[src/rtl/axi_llc_refill_r_unit.sv]
// Refill R-channel unit: queues descriptors, writes refill R beats into the data ways, retires descriptors in order.
// Latency: a queued descriptor reaches the head one cycle after acceptance; refills need one IDLE cycle, then one cycle per beat.
// Backpressure: R follows the way port; a last beat is held off until the output register can take the descriptor.
//
// Ports:
//   clk_i, rst_ni                          clock, asynchronous active-low reset
//   desc_i/desc_valid_i/desc_ready_o       incoming descriptors into the in-order queue
//   desc_o/desc_valid_o/desc_ready_i       registered outgoing descriptors, acceptance order
//   r_chan_mst_i/r_chan_valid_i/_ready_o   AXI R beats
//   way_inp_o/way_inp_valid_o/_ready_i     data-way write requests, one per R beat
//   refill_err_o                           one-cycle pulse on a bad burst length or error response
//   busy_o                                 queue non-empty, refill active or output register valid

package axi_llc_refill_pkg;

  typedef struct packed {
    int unsigned SetAssociativity;
    int unsigned IndexLength;
    int unsigned BlockOffsetLength;
    int unsigned ByteOffsetLength;
  } llc_cfg_t;

  typedef struct packed {
    int unsigned AddrWidthFull;
    int unsigned DataWidthFull;
  } llc_axi_cfg_t;

  typedef enum logic [1:0] {
    EvictUnit = 2'd0,
    RefilUnit = 2'd1,
    RwUnit    = 2'd2
  } cache_unit_e;

  localparam llc_cfg_t DefaultCfg = '{
    SetAssociativity:  32'd4,
    IndexLength:       32'd4,
    BlockOffsetLength: 32'd2,
    ByteOffsetLength:  32'd3
  };

  localparam llc_axi_cfg_t DefaultAxiCfg = '{
    AddrWidthFull: 32'd32,
    DataWidthFull: 32'd64
  };

  typedef struct packed {
    logic [31:0] a_x_addr;
    logic [3:0]  way_ind;
    logic        refill;
  } llc_desc_t;

  typedef struct packed {
    logic [63:0] data;
    logic [1:0]  resp;
    logic        last;
  } llc_r_chan_t;

  typedef struct packed {
    cache_unit_e cache_unit;
    logic [3:0]  way_ind;
    logic [3:0]  line_addr;
    logic [1:0]  blk_offset;
    logic        we;
    logic [63:0] data;
    logic [7:0]  strb;
  } llc_way_inp_t;

endpackage

module axi_llc_refill_r_unit #(
  parameter axi_llc_refill_pkg::llc_cfg_t     Cfg           = axi_llc_refill_pkg::DefaultCfg,
  parameter axi_llc_refill_pkg::llc_axi_cfg_t AxiCfg        = axi_llc_refill_pkg::DefaultAxiCfg,
  parameter type                              desc_t        = axi_llc_refill_pkg::llc_desc_t,
  parameter type                              way_inp_t     = axi_llc_refill_pkg::llc_way_inp_t,
  parameter type                              r_chan_t      = axi_llc_refill_pkg::llc_r_chan_t,
  parameter int unsigned                      DescDepth     = 2,
  parameter logic                             CritWordFirst = 1'b0
) (
  input  logic     clk_i,
  input  logic     rst_ni,
  input  desc_t    desc_i,
  input  logic     desc_valid_i,
  output logic     desc_ready_o,
  output desc_t    desc_o,
  output logic     desc_valid_o,
  input  logic     desc_ready_i,
  input  r_chan_t  r_chan_mst_i,
  input  logic     r_chan_valid_i,
  output logic     r_chan_ready_o,
  output way_inp_t way_inp_o,
  output logic     way_inp_valid_o,
  input  logic     way_inp_ready_i,
  output logic     refill_err_o,
  output logic     busy_o
);

  localparam int unsigned BlkW    = Cfg.BlockOffsetLength;
  localparam int unsigned ByteW   = Cfg.ByteOffsetLength;
  localparam int unsigned IdxW    = Cfg.IndexLength;
  localparam int unsigned LineLsb = ByteW + BlkW;
  localparam int unsigned PtrW    = (DescDepth > 1) ? $clog2(DescDepth) : 1;
  localparam int unsigned CntW    = $clog2(DescDepth + 1);

  localparam logic [BlkW-1:0] BeatMax = '1;

  localparam logic [0:0] Idle   = 1'b0;
  localparam logic [0:0] Refill = 1'b1;

  // ---------------------------------------------------------------------------
  // Descriptor queue (registered storage, no fall-through)
  // ---------------------------------------------------------------------------
  desc_t            mem_q [DescDepth];
  logic [PtrW-1:0]  wr_ptr_q, rd_ptr_q;
  logic [CntW-1:0]  count_q;
  logic             push, head_pop, full, head_vld;
  desc_t            head;

  function automatic logic [PtrW-1:0] ptr_inc(input logic [PtrW-1:0] p);
    return (p == PtrW'(DescDepth - 1)) ? '0 : p + PtrW'(1);
  endfunction

  assign full     = (count_q == CntW'(DescDepth));
  assign head_vld = (count_q != '0);
  assign head     = mem_q[rd_ptr_q];
  // A full queue still accepts when the head retires in the same cycle.
  assign desc_ready_o = !full || head_pop;
  assign push         = desc_valid_i && desc_ready_o;

  always_ff @(posedge clk_i) begin
    if (push) begin
      mem_q[wr_ptr_q] <= desc_i;
    end
  end

  always_ff @(posedge clk_i or negedge rst_ni) begin
    if (!rst_ni) begin
      wr_ptr_q <= '0;
      rd_ptr_q <= '0;
      count_q  <= '0;
    end else begin
      if (push)     wr_ptr_q <= ptr_inc(wr_ptr_q);
      if (head_pop) rd_ptr_q <= ptr_inc(rd_ptr_q);
      case ({push, head_pop})
        2'b10:   count_q <= count_q + CntW'(1);
        2'b01:   count_q <= count_q - CntW'(1);
        default: count_q <= count_q;
      endcase
    end
  end

  // ---------------------------------------------------------------------------
  // Head processing
  // ---------------------------------------------------------------------------
  logic [0:0]      state_q, state_d;
  logic [BlkW-1:0] off_q, off_d;
  logic [BlkW-1:0] cnt_q, cnt_d;
  logic            out_vld_q;
  desc_t           out_q;
  logic            out_free, out_load;
  logic            beat_last, stall_last, xfer, resp_err;

  // The output register can take a new descriptor when empty or draining now.
  assign out_free = !out_vld_q || desc_ready_i;
  assign resp_err = (r_chan_mst_i.resp == 2'b10) || (r_chan_mst_i.resp == 2'b11);

  always_comb begin
    state_d         = state_q;
    off_d           = off_q;
    cnt_d           = cnt_q;
    head_pop        = 1'b0;
    out_load        = 1'b0;
    beat_last       = 1'b0;
    stall_last      = 1'b0;
    xfer            = 1'b0;
    way_inp_valid_o = 1'b0;
    r_chan_ready_o  = 1'b0;
    refill_err_o    = 1'b0;
    case (state_q)
      Idle: begin
        if (head_vld) begin
          if (!head.refill) begin
            if (out_free) begin
              out_load = 1'b1;
              head_pop = 1'b1;
            end
          end else begin
            off_d   = CritWordFirst ? head.a_x_addr[ByteW +: BlkW] : '0;
            cnt_d   = '0;
            state_d = Refill;
          end
        end
      end
      Refill: begin
        // A full line ends the refill even without last; the extra beats
        // then belong to the next refill.
        beat_last  = r_chan_mst_i.last || (cnt_q == BeatMax);
        // Never take a final beat whose descriptor cannot be retired, so
        // neither the way write nor the R handshake may happen.
        stall_last = beat_last && !out_free;
        way_inp_valid_o = r_chan_valid_i && !stall_last;
        r_chan_ready_o  = way_inp_ready_i && !stall_last;
        xfer = r_chan_valid_i && way_inp_ready_i && !stall_last;
        if (xfer) begin
          off_d = off_q + BlkW'(1);
          cnt_d = cnt_q + BlkW'(1);
          refill_err_o = (r_chan_mst_i.last && (cnt_q != BeatMax)) ||
                         (!r_chan_mst_i.last && (cnt_q == BeatMax)) ||
                         resp_err;
          if (beat_last) begin
            out_load = 1'b1;
            head_pop = 1'b1;
            state_d  = Idle;
          end
        end
      end
      default: state_d = Idle;
    endcase
  end

  always_ff @(posedge clk_i or negedge rst_ni) begin
    if (!rst_ni) begin
      state_q   <= Idle;
      off_q     <= '0;
      cnt_q     <= '0;
      out_vld_q <= 1'b0;
      out_q     <= '0;
    end else begin
      state_q <= state_d;
      off_q   <= off_d;
      cnt_q   <= cnt_d;
      if (out_load) begin
        out_vld_q <= 1'b1;
        out_q     <= head;
      end else if (desc_ready_i) begin
        out_vld_q <= 1'b0;
      end
    end
  end

  assign desc_o       = out_q;
  assign desc_valid_o = out_vld_q;
  assign busy_o       = head_vld || (state_q == Refill) || out_vld_q;

  // ---------------------------------------------------------------------------
  // Way write request
  // ---------------------------------------------------------------------------
  always_comb begin
    way_inp_o            = '0;
    way_inp_o.cache_unit = axi_llc_refill_pkg::RefilUnit;
    way_inp_o.way_ind    = head.way_ind;
    way_inp_o.line_addr  = head.a_x_addr[LineLsb +: IdxW];
    way_inp_o.blk_offset = off_q;
    way_inp_o.we         = 1'b1;
    way_inp_o.data       = r_chan_mst_i.data;
    way_inp_o.strb       = {(AxiCfg.DataWidthFull / 8){1'b1}};
  end

endmodule

[config.mk]
export PLATFORM = sky130hd
export DESIGN_NAME = axi_llc_refill_r_unit
export DESIGN_NICKNAME = d
export VERILOG_FILES = /design/src/rtl/axi_llc_refill_r_unit.sv
export SDC_FILE = /design/constraint.sdc
export NUM_CORES = 1
export LEC_CHECK = 0
export ABC_AREA = 1
export BUFFER_PORTS_ARGS = -buffer_cell sky130_fd_sc_hd__buf_2
export CAP_MARGIN = 20
export CORE_ASPECT_RATIO = 1.1
export CORE_UTILIZATION = 43
export DETAILED_ROUTE_END_ITERATION = 12
export PLACE_DENSITY_LB_ADDON = 0.15
export SLEW_MARGIN = 25
export SYNTH_ARGS = -nofsm -noshare
export SYNTH_HDL_FRONTEND = slang
export SYNTH_SLANG_ARGS = --single-unit
[constraint.sdc]
create_clock -name clk_i -period 7.5 [get_ports clk_i]
set_clock_uncertainty 0.05 [all_clocks]
set_input_delay 0.75 -clock clk_i [delete_from_list [all_inputs] [get_ports clk_i]]
set_output_delay 0.75 -clock clk_i [all_outputs]
set_load 0.01 [all_outputs]
==> results of run 1 <==
[metal layers]
metal | vias to the layer above | track usage
met3 | 31 | 0.0772
met5 | - | 0.0210
met4 | 0 | 0.0993
li1 | 1475 | -
met1 | 1465 | 0.215
met2 | 127 | 0.295
[power groups by stage]
stage                     clock, mW  combinational, mW  sequential (mW)
after floorplan                   0              0.514             1.09
after global placement            0              0.761             1.03
after detailed placement          0              0.765             1.04
after CTS                     0.861              0.768             1.03
after global routing          0.886              0.849             1.06
final                         0.844              0.745             1.03
[Yosys cell counts, types with 3 or more instances]
cell type and number:
nand2_1 129, buf_4 83, edfxtp_1 74, dfrtp_1 47
or2_2 28, inv_1 18, o211ai_1 18, o211ai_2 10
buf_2 7, nor2_1 6, nand3_1 5, buf_6 4
clkbuf_1 3, ha_1 3
[area by class of cell]
type	count	area, um^2
fillers	1103	6080
flip-flops and latches	121	3400
multi-input cells	226	1160
repair buffers	100	508
clock buffers	18	439
well taps	154	193
clock inverters	14	179
inverters	20	75.1
[worst max path at each step]
stage                     slack [ns]          end
after floorplan                 3.99  mem_q[1][0]
after global placement          4.25    desc_o[0]
after detailed placement        4.29    desc_o[0]
after CTS                       4.34    desc_o[0]
after global routing            4.05    desc_o[0]
final                           4.48   desc_o[15]
[per-stage QoR]
step | util | cells | hold WS (ns) | setup WS (ns) | power (mW)
finish | 0.495 | 653 | 0.417 | 4.48 | 2.62
global route | 0.495 | 653 | 0.433 | 4.05 | 2.79
CTS | 0.495 | 653 | 0.418 | 4.34 | 2.66
detailed placement | 0.444 | 621 | 0.404 | 4.29 | 1.81
global placement | 0.444 | 621 | 0.399 | 4.25 | 1.80
floorplan | - | 465 | 0.392 | 3.99 | 1.60
[worst register-to-register path, cell delays in order (launching register included)]
cell and delay [ns]:
dfrtp_2 0.40, inv_2 0.46, nand2_1 0.11, nand2_1 0.15
nand3_2 0.10, nand2_2 0.74, inv_2 0.61, nand2_1 0.20
nand2_1 0.07
[state kept, by name, indices dropped and copies added, names as in the netlist]
signal        flops
mem_q            74
desc_o           37
cnt_q             2
count_q           2
off_q             2
desc_valid_o      1
rd_ptr_q          1
state_q           1
wr_ptr_q          1
[cell families after synthesis]
group	count (synthesis)	synth area share
compound gates	34	0.0552
xor+xnor	4	0.00657
fa+ha+maj	3	0.00704
buf+inv	118	0.152
flops	121	0.637
other cells	2	0.00141
simple gates	174	0.141
==> impl_metrics.ini, run 1 <==
[die]
ioPinCount = 238
rows = 42
die_y_um = 119
start_util = 0.443
coreArea_um2 = 12000
dieWidth_um = 108
dieArea_um2 = 12800

[clocking]
cts_hold_buf = 0
cts_root_buffer = clkbuf_16
cts_tree = built
insertion_delay_ns = 0.41
htree_levels = 4
path_clk_slew_ns = 0.05
cts_setup_buffers = 0
post_cts_resized = 0
cts_sinks = 121
cts_buffers = 17
cts.path.max_buffers = 2

[power]
power.share.sequential = 0.393
p_sw_mw = 0.857
leakagePower_nw = 2.72
peakVddDrop_mv = 0.210
comb_power_share = 0.285
swShare = 0.327
clock_power_share = 0.322
internal_power_mw = 1.76
cellPowerDensity_nw_per_um2 = 439

[job]
max-cap-violations = 0

[routing]
highest_layer = met4
ant_nets = 0
via_per_inst = 4.74
vias = 3098
routed_wl_um = 11000
wl_met2_um = 5350
route.met3.wl_um = 896
met1_length_um = 4490
wl_per_cell_um = 16.9
drtIter0Drc = 136
dr.pass1.iters = 4
drc = 0

[cells_and_area]
most-common-layout-cells = nand2_1, buf_2, edfxtp_1
fin_nets = 599
post-route-cell-area_um2 = 5960
drive_above_1_share = 0.353
area_growth_pct = 11.8
final_common_cell = nand2_1
diodes = 0

[run_status]
outcome = finished, final reports clean

[sta]
tightestPinTransition_ns = 1.01
period_needed_ns = 3.02
maxSlewViolCount = 0
setup_viol = 0
post-route-period-util = 0.402
hold_viol = 0
max_freq_mhz = 331
relSlewSlack = 0.326
fin_setup_tns_ns = 0
rsz0062_at_grt = no

[critical_path]
crit_buf_inv = 2
worst_ep_required_time_ns = 7.73
worstPathCellList = inv_2, nand2_1, nand2_1, nand3_2, nand2_2, inv_2, nand2_1, nand2_1
cp-startpoint = rd_ptr_q
timing.rr.start = rd_ptr_q
path_class = reg2reg
cpPeakStageDelay_ns = 0.74
path_delay_family = simple AND/OR/NAND/NOR gates
reg2reg_to = desc_o[15]
cp_slowest_cell = nand2_2
worst_path_most_repeated_cell = nand2_1
start_kind = register
crit_cells = 8
worst_setup_path_end_kind = register
reg2reg_slack_ns = 4.48
worst_r2r_path_depth = 8
cp_data_arrival_time_ns = 3.25
worst-path-max-fanout = 39

[global_routing]
grt_pass1_wl_um = 17200
grt_antenna_before_repair = 0
grt_use_total = 0.188
grt_pass1_vias = 3155
grt_max_degree = 48
grt-ovfl-total = 0

[synthesis]
synth.area.top_cells = edfxtp_1, dfrtp_1, buf_4
yosys.area.top_type = edfxtp_1
async_flop_share = 0.388
syn_inst = 456
synth_top_cell_area_share = 0.417
synth_seq_cells = 121
avgSynthCellArea_um2 = 11.7
yosys_warnings = 0
synth_area_um2 = 5330
synth_edf_count = 74
synth-main-ff-cell = edfxtp_1
synth_cell_type_count = 28
seq_area_frac_synth = 0.637

[placement]
io_buffers = 97
routabilityCongestion = 0.690
placed_area_um2 = 5340
dp.final_hpwl_um = 6650

[min_path]
worstHoldPathType = in2async
(Power assumes the default switching activity.)
==> inputs of run 2 (changes only) <==
Settings changed: ABC_AREA 1 to 0.
Clock period 7.5 ns to 2.6 ns, I/O delays scaled along.
==> run 2 against run 1 <==
Area after synthesis shrank 0.47%; sequential power grew to 2.9 times the previous value; hold slack lost 0.40 ns; via count grew 1.3%; sequential cell count is the same; die area shrank 0.46%; core utilization grew 3.7 points; register-to-register slack lost 4.2 ns; global-route usage grew 1.2 points; first-iteration DRC count is the same; critical endpoint is now desc_ready_o.
==> impl_metrics.ini, run 2 <==
[clocking]
path_clk_slew_ns = 0.05
cts_root_buffer = clkbuf_16
cts.path.max_buffers = 2
cts_sinks = 121
insertion_delay_ns = 0.40
cts_setup_buffers = 0
htree_levels = 4
cts_buffers = 17
cts_tree = built

[job]
max-cap-violations = 0

[cells_and_area]
final_cells = 645
most-common-layout-cells = buf_2, edfxtp_1, dfrtp_1
fill_cells = 1035
multi_input_area_um2 = 1120
final_common_cell = buf_2
area_growth_pct = 20.7
largest_register_ffs = 74
drive_above_1_share = 0.344
largest_register = mem_q
fin_nets = 591
seq_area_um2 = 3400
diodes = 0

[sta]
period_needed_ns = 2.48
hold_slack_ns = 0.0189
setup_viol = 0
tightestPinTransition_ns = 0.670
post-route-period-util = 0.956
hold_viol = 0
max_freq_mhz = 403
maxSlewViolCount = 0
relSlewSlack = 0.553

[synthesis]
syn_inst = 403
yosys.area.top_type = edfxtp_1
synth_top_cell_area_share = 0.419
synth_cell_type_count = 34
synth_area_um2 = 5310
yosys_warnings = 0
ys_top_cells_by_count = buf_4, edfxtp_1, dfrtp_1, inv_1, a21oi_1
avgSynthCellArea_um2 = 13.2
synth_seq_cells = 121
async_flop_share = 0.388
synth.area.top_cells = edfxtp_1, dfrtp_1, buf_4
seq_area_frac_synth = 0.640
synth_most_common_cell = buf_4
synth_edf_count = 74
synth-main-ff-cell = edfxtp_1

[critical_path]
worst_setup_path_end_kind = output pin
worst-path-max-fanout = 12
path_class = reg2out
worst_path_most_repeated_cell = ha_1
worst_ep_required_time_ns = 2.29
cp_slowest_cell = dfrtp_1
start_kind = register
worstPathCellList = ha_1, inv_1, ha_1, nand4b_1, nor2_2, nor2_4, inv_4, or3_1, buf_2
cpPeakStageDelay_ns = 0.40
cp_data_arrival_time_ns = 2.17

[routing]
wl_per_cell_um = 18.5
drc = 0
drtIter0Drc = 136
vias = 3137
dr.pass1.iters = 4
routed_wl_um = 11900
via_per_inst = 4.86
ant_nets = 0

[global_routing]
grt_antenna_before_repair = 0
grt-ovfl-total = 0
grt_use_total = 0.200
grt_pass1_vias = 3383
grt_max_degree = 66
grt_pass1_wl_um = 18500

[min_path]
worstHoldPathType = in2reg

[placement]
dp.final_hpwl_um = 8100
dp_cells = 577
routabilityCongestion = 0.693
io_buffers = 97

[power]
cellPowerDensity_nw_per_um2 = 1210
comb_power_share = 0.323
p_sw_mw = 2.45
internal_power_mw = 5.28
power.share.sequential = 0.390
leakagePower_nw = 2.65
clock_power_share = 0.288
peakVddDrop_mv = 0.601
swShare = 0.317
power_mw = 7.73

[die]
rows = 42
die_y_um = 119
dieArea_um2 = 12800
coreArea_um2 = 12000
ioPinCount = 238
start_util = 0.441
dieWidth_um = 108

[run_status]
outcome = finished, final reports clean
## run 2: cell count changes after synthesis, sizes merged, moves of 13 or more
cell | previous run | this run
a21oi | 2 | 29
inv | 20 | 33
mux2 | 0 | 17
nand2 | 130 | 3
o211ai | 28 | 2
o21ai | 2 | 28
o22a | 0 | 28
or2 | 28 | 1
## run 2: final cells by class
cell class	count	share of cell area
flip-flops and latches	121	0.531
well taps	154	0.0301
clock buffers	20	0.0682
repair buffers	149	0.157
multi-input cells	156	0.175
clock inverters	12	0.0197
inverters	33	0.0197
## run 2: per-layer routing
| layer | global-route usage | up-vias | share of wire |
|---|---|---|---|
| li1 | - | 1472 | - |
| met1 | 0.214 | 1508 | 0.37 |
| met2 | 0.328 | 126 | 0.50 |
| met3 | 0.0993 | 29 | 0.098 |
| met4 | 0.0805 | 2 | 0.020 |
| met5 | 0.0588 | - | 0.0077 |
## run 2: cells by family (layout without fill, tap and decap cells)
kind of cell	count (synthesis)	count (layout)	share of synthesized area
multiplexers	17	17	0.0368
other	2	11	0.00142
AND/OR/NAND/NOR	24	24	0.0269
flip-flops	121	121	0.640
adder cells (fa/ha/maj)	3	3	0.00707
XOR/XNOR	8	8	0.0132
AO/OA/AOI/OAI	93	93	0.114
buffers and inverters	135	214	0.160
## run 2: power groups by stage
stage               logic [mW]  registers [mW]  clock network, mW
floorplan                 1.61            3.16                  0
finish                    2.50            3.01               2.22
global route              2.77            3.09               2.35
global placement          2.43            3.02                  0
CTS                       2.53            3.02               2.27
detailed placement        2.48            3.05                  0
## run 2: critical path: cells and delay by family, from the launching register on
kind	cells	cell delay, ns
simple gates	4	0.73
flops	1	0.40
fa+ha+maj	2	0.34
buf+inv	3	0.30
## run 2: worst paths after layout
| check | end | cells past startpoint | slack, ns | from |
|---|---|---|---|---|
| min in group asynchronous | desc_o[5] | 2 | 0.35 | rst_ni |
| setup / recovery | desc_ready_o | 9 | 0.12 | cnt_q[0] |
| max in group asynchronous | desc_o[23] | 3 | 1.37 | rst_ni |
| hold / removal | mem_q[1][8] | 1 | 0.02 | desc_i[8] |
| setup reg to reg | mem_q[0][28] | 9 | 0.29 | cnt_q[0] |
| hold reg to reg | desc_o[17] | 1 | 0.45 | desc_o[17] |
## run 2: repair_timing
item,4_1_cts,5_1_grt
gates cloned,0,0
hold endpoints to repair,93,0
resized for setup,1,3
pin swaps,1,0
hold buffers,36,0
endpoints found under the setup margin,1,1
## run 2: metrics by stage
step            util  TNS [ns]  area [um^2]  worst slack (ns)
2_1_floorplan      -     -6.94         5350           -0.0938
3_3_place_gp   0.454         0         5470             0.321
3_5_place_dp   0.454         0         5470             0.287
4_1_cts        0.531         0         6390            0.0158
5_1_grt        0.532   -0.0107         6400           -0.0107
6_report       0.532         0         6400             0.116
==> inputs of run 3 (changes only) <==
--- a/constraint.sdc
+++ b/constraint.sdc
@@ -3,3 +3,3 @@
 set_input_delay 0.26 -clock clk_i [delete_from_list [all_inputs] [get_ports clk_i]]
 set_output_delay 0.26 -clock clk_i [all_outputs]
-set_load 0.01 [all_outputs]
+set_load 0.02 [all_outputs]
==> run 3 against run 2 <==
Total power is 5.0% higher; critical path depth stayed put; critical endpoint unchanged; maximum frequency is 0.33% higher; final cell count unchanged; final area up 0.78%; sequential power about the same; wire length shrank 3.6%; clock power up 5%.
==> impl_metrics.ini, run 3 (synthesized netlist as in run 2, its figures left out) <==
[power]
internal_power_mw = 5.45
power.share.sequential = 0.370
power_mw = 8.12
comb_power_share = 0.341
peakVddDrop_mv = 0.591
cellPowerDensity_nw_per_um2 = 1260
clock_power_share = 0.288
p_sw_mw = 2.67
leakagePower_nw = 2.69
swShare = 0.328

[critical_path]
worst-path-max-fanout = 12
timing.rr.start = cnt_q[0]
worst_ep_required_time_ns = 2.29
cp_slowest_cell = dfrtp_1
crit_end = desc_ready_o
start_kind = register
worst_path_most_repeated_cell = ha_1
reg2reg_slack_ns = 0.33
cp-startpoint = cnt_q[0]
cp_data_arrival_time_ns = 2.17
worstPathCellList = ha_1, inv_1, ha_1, nand4b_1, nor2_2, nor2_4, inv_4, or3_1, buf_2
worst_setup_path_end_kind = output pin
worst_r2r_path_depth = 9
reg2reg_to = mem_q[0][11]
cpPeakStageDelay_ns = 0.40
path_class = reg2out

[min_path]
worstHoldPathType = in2reg

[routing]
dr.pass1.iters = 4
drtIter0Drc = 120
routed_wl_um = 11500
via_per_inst = 4.81
vias = 3103
wl_per_cell_um = 17.8
ant_nets = 0
drc = 0

[sta]
maxSlewViolCount = 0
rsz0062_at_grt = no
relSlewSlack = 0.570
max_freq_mhz = 404
post-route-period-util = 0.952
hold_viol = 0
setup_viol = 0
hold_slack_ns = 0.0205
tightestPinTransition_ns = 0.645
period_needed_ns = 2.48

[die]
ioPinCount = 238
rows = 42
dieArea_um2 = 12800
coreArea_um2 = 12000
start_util = 0.441
dieWidth_um = 108
die_y_um = 119

[placement]
dp_cells = 577
io_buffers = 97
routabilityCongestion = 0.687
dp.final_hpwl_um = 7890
placed_area_um2 = 5480

[cells_and_area]
post-route-cell-area_um2 = 6450
largest_register = mem_q
largest_register_ffs = 74
diodes = 0
final_cells = 645
drive_above_1_share = 0.342
final_common_cell = buf_2
fin_nets = 591
most-common-layout-cells = buf_2, edfxtp_1, dfrtp_1
area_growth_pct = 21.6

[global_routing]
grt_pass1_vias = 3224
use_met3 = 0.0993
grtUsageMet2 = 0.323
grt_busiest_layer = met2
grt_use_total = 0.192
grt-ovfl-total = 0
met1_usage = 0.195
grt_max_degree = 66
grt_pass1_wl_um = 17700
grt_antenna_before_repair = 0

[clocking]
cts_tree = built
cts_buffers = 17
htree_levels = 4
cts_setup_buffers = 0
cts.path.max_buffers = 2
insertion_delay_ns = 0.40
cts_sinks = 121
path_clk_slew_ns = 0.05
cts_root_buffer = clkbuf_16

[job]
max-cap-violations = 0

[run_status]
outcome = finished, final reports clean
-- run 3: changes by cell type in the layout (fill, tap and decap cells not counted) --
cell,delta
clkinvlp_4,-5
clkinv_1,+1
bufinv_16,+1
buf_12,+1
clkinv_4,+1
buf_4,-1
clkbuf_8,+3
inv_6,-1
-- run 3: cell type report --
type	count	area, um^2
clock buffers	23	478
inverters	33	126
repair buffers	149	1020
multi-input cells	156	1120
well taps	154	193
clock inverters	9	123
fillers	1041	5580
flip-flops and latches	121	3400
-- run 3: critical path, delay by kind of cell (launching register included) --
family / cells / cell delay [ns]
buffers and inverters: 3 / 0.31
flip-flops: 1 / 0.40
adder cells (fa/ha/maj): 2 / 0.34
AND/OR/NAND/NOR: 4 / 0.71
-- run 3: worst min-delay path by stage --
stage,to,cells after the start,start
final,mem_q[0][16],1,desc_i[16]
after CTS,mem_q[0][16],1,desc_i[16]
after floorplan,cnt_q[0],0,rst_ni
after global placement,desc_o[33],2,rst_ni
after detailed placement,desc_o[33],2,rst_ni
after global routing,mem_q[0][16],1,desc_i[16]
-- run 3: repair_timing --
item / in CTS / in global routing
gates cloned: 0 / 0
hold endpoints to repair: 116 / 0
hold buffers: 36 / 0
setup endpoints to repair: 1 / 1
resized for setup: 1 / 3
-- run 3: stage by stage --
step / TNS (ns) / util / setup slack [ns]
floorplan: -6.94 / - / -0.0938
global placement: 0 / 0.455 / 0.322
detailed placement: 0 / 0.455 / 0.300
CTS: 0 / 0.535 / 0.00606
global route: 0 / 0.536 / 0.0241
finish: 0 / 0.536 / 0.124
-- run 3: metal layers --
metal	up-vias	share of wire	routed length, um
met5	-	0	0
met4	0	0.022	250
met3	28	0.11	1270
met2	128	0.51	5930
met1	1472	0.35	4060
li1	1475	-	-
-- run 3: power by group through the flow --
| stage | clock network (mW) | registers [mW] | logic [mW] |
|---|---|---|---|
| after floorplan | 0 | 3.39 | 1.72 |
| after global placement | 0 | 3.02 | 2.73 |
| after detailed placement | 0 | 3.04 | 2.77 |
| after CTS | 2.39 | 3.01 | 2.82 |
| after global routing | 2.47 | 3.07 | 3.04 |
| final | 2.34 | 3.00 | 2.77 |
